File: config.mk
export PLATFORM = sky130hd
export DESIGN_NAME = rs232_tx_scheduler
export DESIGN_NICKNAME = d
export VERILOG_FILES = /design/src/rtl/rs232_pkg.sv /design/src/rtl/rr_arbiter2.sv /design/src/rtl/rs232_tx_scheduler.sv
export SDC_FILE = /design/constraint.sdc
export NUM_CORES = 1
export LEC_CHECK = 0
export BUFFER_PORTS_ARGS = -buffer_cell sky130_fd_sc_hd__buf_2
export CORE_ASPECT_RATIO = 1.75
export CORE_MARGIN = 2
export CORE_UTILIZATION = 40
export CTS_BUF_LIST = sky130_fd_sc_hd__clkbuf_8 sky130_fd_sc_hd__clkbuf_16
export CTS_CLUSTER_SIZE = 8
export DETAILED_ROUTE_END_ITERATION = 16
export MAX_ROUTING_LAYER = met4
export PLACE_DENSITY_LB_ADDON = 0.1
export SETUP_SLACK_MARGIN = 0.3
export SYNTH_ARGS = -nofsm -noshare
export SYNTH_HDL_FRONTEND = slang
export SYNTH_HIERARCHICAL = 1
export SYNTH_SLANG_ARGS = --single-unit
File: constraint.sdc
create_clock -name clk -period 7.4 [get_ports clk]
set_input_delay 0.74 -clock clk [delete_from_list [all_inputs] [get_ports clk]]
set_output_delay 0.74 -clock clk [all_outputs]
set_load 0.005 [all_outputs]
File: src/rtl/rs232_pkg.sv
// Shared types and helpers for the RS232 transmit scheduler.
// Egress state encoding, default byte width and occupancy-counter width.
package rs232_pkg;

    localparam int unsigned DATA_WIDTH_DEFAULT = 8;

    typedef enum logic [2:0] {
        ST_IDLE,
        ST_POP,
        ST_WAIT,
        ST_START,
        ST_HOLD
    } egress_state_e;

    function automatic int unsigned level_width(input int unsigned fifo_size);
        return $clog2(fifo_size + 1);
    endfunction

endpackage

File: src/rtl/rr_arbiter2.sv
// Two-way round-robin arbiter; on contention the requester not granted last wins.
module rr_arbiter2 (
    input  logic clk,
    input  logic clear,
    input  logic enable,
    input  logic req0_valid,
    input  logic req1_valid,
    output logic grant0,
    output logic grant1
);

    // 1 means requester 1 was granted last, so requester 0 wins the next tie
    logic last_grant;

    always_comb begin
        grant0 = enable && req0_valid && (!req1_valid || last_grant);
        grant1 = enable && req1_valid && (!req0_valid || !last_grant);
    end

    always_ff @(posedge clk) begin
        if (clear) begin
            last_grant <= 1'b1;
        end else if (grant0 || grant1) begin
            last_grant <= grant1;
        end
    end

endmodule

File: src/rtl/rs232_tx_scheduler.sv
// RS232 transmit scheduler: arbitrates two requesters into a byte fifo and drains it to the UART.
// Optional RS232_TX_SCHED_STATS_EN adds tx_count and stall_count output counters.
module rs232_tx_scheduler
    import rs232_pkg::*;
#(
    parameter int unsigned DATA_WIDTH  = DATA_WIDTH_DEFAULT,
    parameter int unsigned FIFO_SIZE   = 16,
    parameter int unsigned POP_LATENCY = 1
) (
    input  logic                                 clk,
    input  logic                                 clear,
    input  logic                                 req0_valid,
    input  logic [DATA_WIDTH-1:0]                req0_data,
    output logic                                 req0_ready,
    input  logic                                 req1_valid,
    input  logic [DATA_WIDTH-1:0]                req1_data,
    output logic                                 req1_ready,
    output logic                                 fifo_clear,
    output logic                                 fifo_push,
    output logic [DATA_WIDTH-1:0]                fifo_in_data,
    output logic                                 fifo_pop,
    input  logic [DATA_WIDTH-1:0]                fifo_out_data,
    input  logic                                 tx_busy,
    output logic                                 tx_start,
    output logic [DATA_WIDTH-1:0]                tx_data,
    output logic [level_width(FIFO_SIZE)-1:0]    level,
    output logic                                 full,
`ifdef RS232_TX_SCHED_STATS_EN
    output logic                                 empty,
    output logic [15:0]                          tx_count,
    output logic [15:0]                          stall_count
`else
    output logic                                 empty
`endif
);

    localparam int unsigned     CW        = level_width(FIFO_SIZE);
    localparam logic [CW-1:0]   LEVEL_ONE = CW'(1);
    localparam logic [CW-1:0]   LEVEL_MAX = CW'(FIFO_SIZE);
    localparam logic [1:0]      WAIT_LAST = 2'(POP_LATENCY - 1);

    logic grant0;
    logic grant1;
    logic accept;
    logic arb_enable;

    egress_state_e state;
    egress_state_e state_next;
    logic [1:0]    wait_cnt;
    logic          pop_now;
    logic          start_now;
    logic          capture;

    assign fifo_clear = clear;
    assign arb_enable = !full && !clear;

    rr_arbiter2 u_arbiter (
        .clk        (clk),
        .clear      (clear),
        .enable     (arb_enable),
        .req0_valid (req0_valid),
        .req1_valid (req1_valid),
        .grant0     (grant0),
        .grant1     (grant1)
    );

    assign req0_ready = grant0;
    assign req1_ready = grant1;
    assign accept     = grant0 || grant1;

    always_ff @(posedge clk) begin
        if (clear) begin
            fifo_push    <= 1'b0;
            fifo_in_data <= '0;
        end else begin
            fifo_push <= accept;
            if (accept) begin
                fifo_in_data <= grant1 ? req1_data : req0_data;
            end
        end
    end

    // A pop is held off while the registered push is on the fifo port, so the two never coincide
    always_comb begin
        state_next = state;
        pop_now    = 1'b0;
        start_now  = 1'b0;
        capture    = 1'b0;
        case (state)
            ST_IDLE: begin
                if (level != '0 && !tx_busy) begin
                    state_next = ST_POP;
                end
            end
            ST_POP: begin
                if (!fifo_push) begin
                    pop_now    = 1'b1;
                    state_next = ST_WAIT;
                end
            end
            ST_WAIT: begin
                if (wait_cnt == WAIT_LAST) begin
                    capture    = 1'b1;
                    state_next = ST_START;
                end
            end
            ST_START: begin
                start_now  = 1'b1;
                state_next = ST_HOLD;
            end
            ST_HOLD: begin
                if (!tx_busy) begin
                    state_next = ST_IDLE;
                end
            end
            default: state_next = ST_IDLE;
        endcase
    end

    assign fifo_pop = pop_now && !clear;
    assign tx_start = start_now && !clear;

    always_ff @(posedge clk) begin
        if (clear) begin
            state    <= ST_IDLE;
            wait_cnt <= '0;
            tx_data  <= '0;
        end else begin
            state    <= state_next;
            wait_cnt <= (state == ST_WAIT && !capture) ? wait_cnt + 2'd1 : '0;
            if (capture) begin
                tx_data <= fifo_out_data;
            end
        end
    end

    always_ff @(posedge clk) begin
        if (clear) begin
            level <= '0;
        end else begin
            case ({accept, fifo_pop})
                2'b10:   level <= level + LEVEL_ONE;
                2'b01:   level <= level - LEVEL_ONE;
                default: level <= level;
            endcase
        end
    end

    assign full  = (level == LEVEL_MAX);
    assign empty = (level == '0);

`ifdef RS232_TX_SCHED_STATS_EN
    always_ff @(posedge clk) begin
        if (clear) begin
            tx_count    <= '0;
            stall_count <= '0;
        end else begin
            if (tx_start) begin
                tx_count <= tx_count + 16'd1;
            end
            if ((req0_valid || req1_valid) && full) begin
                stall_count <= stall_count + 16'd1;
            end
        end
    end
`else
`endif

endmodule

== After elaboration in Yosys (flattened, before gate mapping) ==
Cells that the tools add are included.

* Register bits after elaboration: 28
* Word-level logic and storage cells: 60
* Output and inout port bits: 29

* Equal/unequal tests: 11
* Bitwise gates (word level): 1
* Reductions and logical operators: 26
* Muxes and demuxes: 12
* Add/subtract/negate cells: 3

{| class="wikitable"
|+ Operator list
! operator !! count
|-
| $pmux 3 s5 || 1
|-
| $mux 3 || 4
|-
| $pmux 5 s2 || 1
|-
| $logic_and 1x1->1 || 9
|-
| $mux 8 || 1
|-
| $ne 2x2->1 const B || 4
|-
| $logic_not 1->1 || 7
|-
| $eq 3x2->1 const B || 2
|-
| $add 5x1->5 const B || 1
|-
| $eq 5x5->1 const B || 1
|-
| $logic_not 5->1 || 1
|-
| $mux 1 || 5
|-
| $reduce_bool 5->1 || 1
|-
| $sub 5x1->5 const B || 1
|-
| $reduce_and 4->1 || 1
|-
| $eq 3x1->1 const B || 1
|-
| $eq 3x3->1 const B || 1
|-
| $logic_not 3->1 || 1
|-
| $logic_or 1x1->1 || 3
|-
| $add 2x1->2 const B || 1
|-
| $eq 2x1->1 const B || 1
|-
| $eq 2x2->1 const B || 1
|-
| $logic_not 2->1 || 1
|-
| $reduce_bool 2->1 || 1
|-
| other kinds (2) || 2
|}

== Longest topological paths before layout ==
* Depth in word-level cells: 8
* Gate-level depth with buffers: 16

== Hierarchy ==
The synthesis kept the hierarchy.

{| class="wikitable"
|+ Modules (own cells, without submodules)
! module !! instances !! sequential area each (um^2) !! cells an instance !! area each (um^2)
|-
| rs232_tx_scheduler || 1 || 540.5 || 155 || 1393.8
|-
| rr_arbiter2 || 1 || 20.0 || 8 || 58.8
|}

== Least setup slack after synthesis ==
No wires, ideal clock.

* Path type: in2reg
* From: input port clear
* To: register level[4]
* Required time: 7.277 ns
* Stages: 15
* Path buffers: 4
* Data arrival time: 3.574 ns
* Slack: 3.702 ns
* Cells stage by stage: buf_6 clkbuf_1 nor2_1 nand2_1 a21oi_1 clkbuf_1 clkbuf_1 nor2_1 ha_1 xor2_1 ha_1 o21ai_0 a21oi_2 o32ai_2 mux2_1

* Cells in the longest elaborated chain, start to end: 7
* Elaborated cells on any way between the ends: 12
* Those cells by class: 2 x eq/ne; 1 x mux; 9 x reduce/logical

{| class="wikitable"
|+ RTL lines
! element !! RTL line !! RTL
|-
| start: declaration || rs232_tx_scheduler.sv:11 || <nowiki>input logic clear,</nowiki>
|-
| $logic_not 1->1 * || rs232_tx_scheduler.sv:55 || <nowiki>assign arb_enable = !full && !clear;</nowiki>
|-
| $logic_and 1x1->1 * || rs232_tx_scheduler.sv:55 ||
|-
| named net arb_enable || rs232_tx_scheduler.sv:45 || <nowiki>logic arb_enable;</nowiki>
|-
| $logic_and 1x1->1 * (2 in a row) || rr_arbiter2.sv:17 || <nowiki>grant1 = enable && req1_valid && (!req0_valid || !last_grant);</nowiki>
|-
| named net req1_ready || rs232_tx_scheduler.sv:17 || <nowiki>output logic req1_ready,</nowiki>
|-
| $logic_or 1x1->1 * || rs232_tx_scheduler.sv:69 || <nowiki>assign accept = grant0 || grant1;</nowiki>
|-
| $eq 2x1->1 / $eq 2x2->1 (equally long branches) || rs232_tx_scheduler.sv:141 || <nowiki>case ({accept, fifo_pop})</nowiki>
|-
| $pmux 5 s2 / $reduce_bool 2->1 (equally long branches) || n/a ||
|-
| end signal: assignment || rs232_tx_scheduler.sv:142 || <nowiki>2'b10: level <= level + LEVEL_ONE;</nowiki>
|-
| end signal: assignment || rs232_tx_scheduler.sv:143 || <nowiki>2'b01: level <= level - LEVEL_ONE;</nowiki>
|-
| end signal: assignment || rs232_tx_scheduler.sv:144 || <nowiki>default: level <= level;</nowiki>
|-
| end: declaration || rs232_tx_scheduler.sv:26 || <nowiki>output logic [level_width(FIFO_SIZE)-1:0] level,</nowiki>
|}

The timed path passes the listed nets; every way through them passes the cells marked *.
A chain may end at the register's enable or synchronous reset.

== Final worst setup path ==
* From: register level[2]
* To: register level[4]

* Cells in the longest elaborated chain, start to end: 8
* Elaborated cells on any way between the ends: 14
* Those cells by class: 2 x add/sub; 3 x eq/ne; 1 x mux; 8 x reduce/logical

{| class="wikitable"
|+ RTL lines
! element !! RTL line !! RTL
|-
| $eq 5x5->1 * || rs232_tx_scheduler.sv:149 || <nowiki>assign full = (level == LEVEL_MAX);</nowiki>
|-
| $logic_not 1->1 * || rs232_tx_scheduler.sv:55 ||
|-
| $logic_and 1x1->1 * || rs232_tx_scheduler.sv:55 ||
|-
| named net arb_enable || rs232_tx_scheduler.sv:45 ||
|-
| $logic_and 1x1->1 (on tied branches) (2 in a row) || rr_arbiter2.sv:16, rr_arbiter2.sv:17 ||
|-
| $logic_or 1x1->1 * || rs232_tx_scheduler.sv:69 ||
|-
| $eq 2x1->1 / $eq 2x2->1 (equally long branches) || rs232_tx_scheduler.sv:141 ||
|-
| $pmux 5 s2 / $reduce_bool 2->1 (equally long branches) || n/a ||
|}

Marks and branches as above.

==> qor.txt <==
Critical Path RT: 7560 ps
most common cell after layout, fill and taps aside: buf_2
r2r startpoint: level[2]$_SDFFE_PP0P_
sequential area share after synthesis: 38.6%
DRC Markers: 0
CTS Buf Count: 3
Hold Path End: wait_cnt[0]$_SDFF_PP0_
CP Launch Type: flop
EDFF count, synth: 0
reg2reg end: level[4]$_SDFFE_PP0P_
gr ovfl total: 0
Die Ht: 83.7 um
Compound-Gate Fraction of Synth Area: 13.5%
clk buf depth: 2
global route hottest layer: met2
met1 Use GR: 17.1%
Crit. End Element: flop
Power Dens Cells: 218 nW/um2
worst skew pair latency: 270 ps
post-synthesis area per instance: 8.91 um2
GRT Overall Usage: 17.1%
setup bufs post-CTS: 0
Bufs and invs on worst path: 0
largest family of logic cells by synthesized area: simple AND/OR/NAND/NOR gates
multiplexer share of the synthesized area: 13.9%
WL final: 3.23 mm
crit path kind: reg -> reg
most frequent cells in the layout: buf_2, nor2_1, dfxtp_1
die area: 4150 um2
Final min period: 3960 ps
clock-pin slew on the worst setup and hold paths: 100 ps
largest net degree at the start of global routing: 37
WP data arrival: 4130 ps
post-synthesis net count: 197
Placeable Area: 3560 um2
Synth-to-Final Area Change: 23.0%
crit-path max cell delay: 890 ps
slowest cell on the critical path: a21oi_1
initial antenna violation count: 0
# rows: 29
PortBufs: 57
CP delay by family, top: compound AO/OA/AOI/OAI gates
instance count of the mapped netlist: 163
area share of xor/xnor cells in the synthesized design: 1.81%
DRT Pass-1 Iters: 4
Die W: 49.6 um
CTS Sinks: 28
synth warn: 6
WL/cell: 12.5 um
met3 usage: 2.15%
htree depth: 1
R2R cell count: 13
CTS Hold Bufs: 0
Hold Crit Depth: 1
CP max FO: 18
met2 GRT Util: 31.5%
HPWL after detailed placement: 2.49 mm
Max Cap Violations: 0
Worst Skew: 5.88 ps
Top Ports: 58
Final #Nets: 248
GP Congestion: 0.769
R2R Setup Slk: 3440 ps
DR vias: 1294
HP Start: wait_cnt[0]$_SDFF_PP0_
Seq cells post-synth: 28
worst hold path class: reg -> reg
final cell count without fillers: 259
ordered cell list for the critical path: nor4_1 -> and2_1 -> nor2_1 -> nand2_1 -> a21oi_1 -> nor2_1 -> ha_1 -> xor2_1 -> ha_1 -> o21ai_0 -> a21oi_2 -> o32ai_2 -> mux2_1
vias per cell: 5.00
fmax: 252 MHz
Starting Density: 40.9%
Setup TNS: 0 ps
Synth Area in Simple Gates: 20.3%
FILL cells: 400
maximum VDD drop: 0.120 mV
first-iteration detailed-routing DRC count: 21
Final Hold Viols: 0
Pins Over Slew Limit: 0
adder-cell share of the synthesized area: 4.31%
Netlist Area Pre-Place: 1450 um2
n_diodes: 0
vias in the first global route: 1341
post-detailed-route count of antenna-violating nets: 0
RSZ-0062 raised after global routing: false
Synth Flop Type: dfxtp_1
Stages on worst setup path: 13
Netlist cell types: 41
Power Total: 0.000389 W
asr flop ratio synth: 0%
layout cell share with drive strength beyond 1: 31.5%
worst slew pin tran: 1160 ps
fin crit share: 53.5%
outcome: finished clean
global-route wire length before repair: 5.61 mm
post_cts resized: 0
Pleak: 0.833 nW
Clock Root Buffer: clkbuf_8
Final setup viols: 0
placed cells: 255
CTS tree: yes
Max-Slew Margin vs Limit: 22.4%
[area by class of cell]
cell class	instances	area [um2]	share of cell area (%)
multi-input cells	117	782	43.8
inverters	6	22.5	1.26
repair buffers	58	293	16.4
well taps	46	57.6	3.22
clock buffers	3	41.3	2.31
clock inverters	1	30.0	1.68
flip-flops and latches	28	561	31.4
[layer usage]
metal  wire (um)  vias to the layer above
met5           0                        -
met3         122                        2
li1            -                      662
met2        1830                       29
met1        1260                      601
met4          25                        0
[cells in the mapped netlist, types with 2 or more instances]
library cell,number,area (um2)
nor4_1,3,18.8
inv_1,6,22.5
buf_2,2,10.0
nor3_1,2,10.0
a21oi_1,16,80.1
and2_1,4,25.0
clkbuf_1,4,15.0
ha_1,5,62.6
o21ai_0,3,15.0
buf_6,3,33.8
dfxtp_1,28,561
xor2_1,2,17.5
buf_4,2,15.0
nor2_1,35,131
mux2i_1,19,190
nand2_1,4,15.0
[worst reg2reg max path: cells and delay by family, from the launching register on]
kind / cells / cell delay, ps
compound gates: 4 / 1450
fa+ha+maj: 2 / 610
mux: 1 / 340
simple gates: 5 / 770
xor+xnor: 1 / 180
flops: 1 / 520
[through the flow]
step           area [um2]  hold slack (ps)  util, %  setup slack (ps)
2_1_floorplan        1450              397        -              3700
3_3_place_gp         1720              406     48.2              3310
3_5_place_dp         1720              421     48.2              3090
4_1_cts              1790              436     50.2              3400
5_1_grt              1790              459     50.2              3000
6_report             1790              432     50.2              3440
[kinds of logic after synthesis]
| kind of cell | Yosys count |
|---|---|
| adder cells (fa/ha/maj) | 5 |
| AO/OA/AOI/OAI | 29 |
| AND/OR/NAND/NOR | 60 |
| buffers and inverters | 18 |
| XOR/XNOR | 3 |
| multiplexers | 20 |
| flip-flops | 28 |
[state kept, by name (all words and copies together), names as in the netlist]
signal                flops
u_arbiter/last_grant      1
fifo_in_data              8
tx_data                   8
level                     5
fifo_push                 1
state                     3
wait_cnt                  2
[power breakdown]
group	internal, W	switching [W]	leakage, nW
Clock	0.0000724	0.0000470	0.0357
Sequential	0.000164	0.0000140	0.228
Combinational	0.0000450	0.0000466	0.569
Total	0.000281	0.000108	0.833
[how the worst max path moves through the flow]
stage | startpoint | end | slack, ps
3_3_place_gp | clear | level[4]$_SDFFE_PP0P_ | 3310
5_1_grt | level[2]$_SDFFE_PP0P_ | level[4]$_SDFFE_PP0P_ | 3000
2_1_floorplan | clear | level[4]$_SDFFE_PP0P_ | 3700
4_1_cts | clear | level[4]$_SDFFE_PP0P_ | 3400
6_report | level[2]$_SDFFE_PP0P_ | level[4]$_SDFFE_PP0P_ | 3440
3_5_place_dp | clear | level[4]$_SDFFE_PP0P_ | 3090
Power figures use the tool's default switching activity.
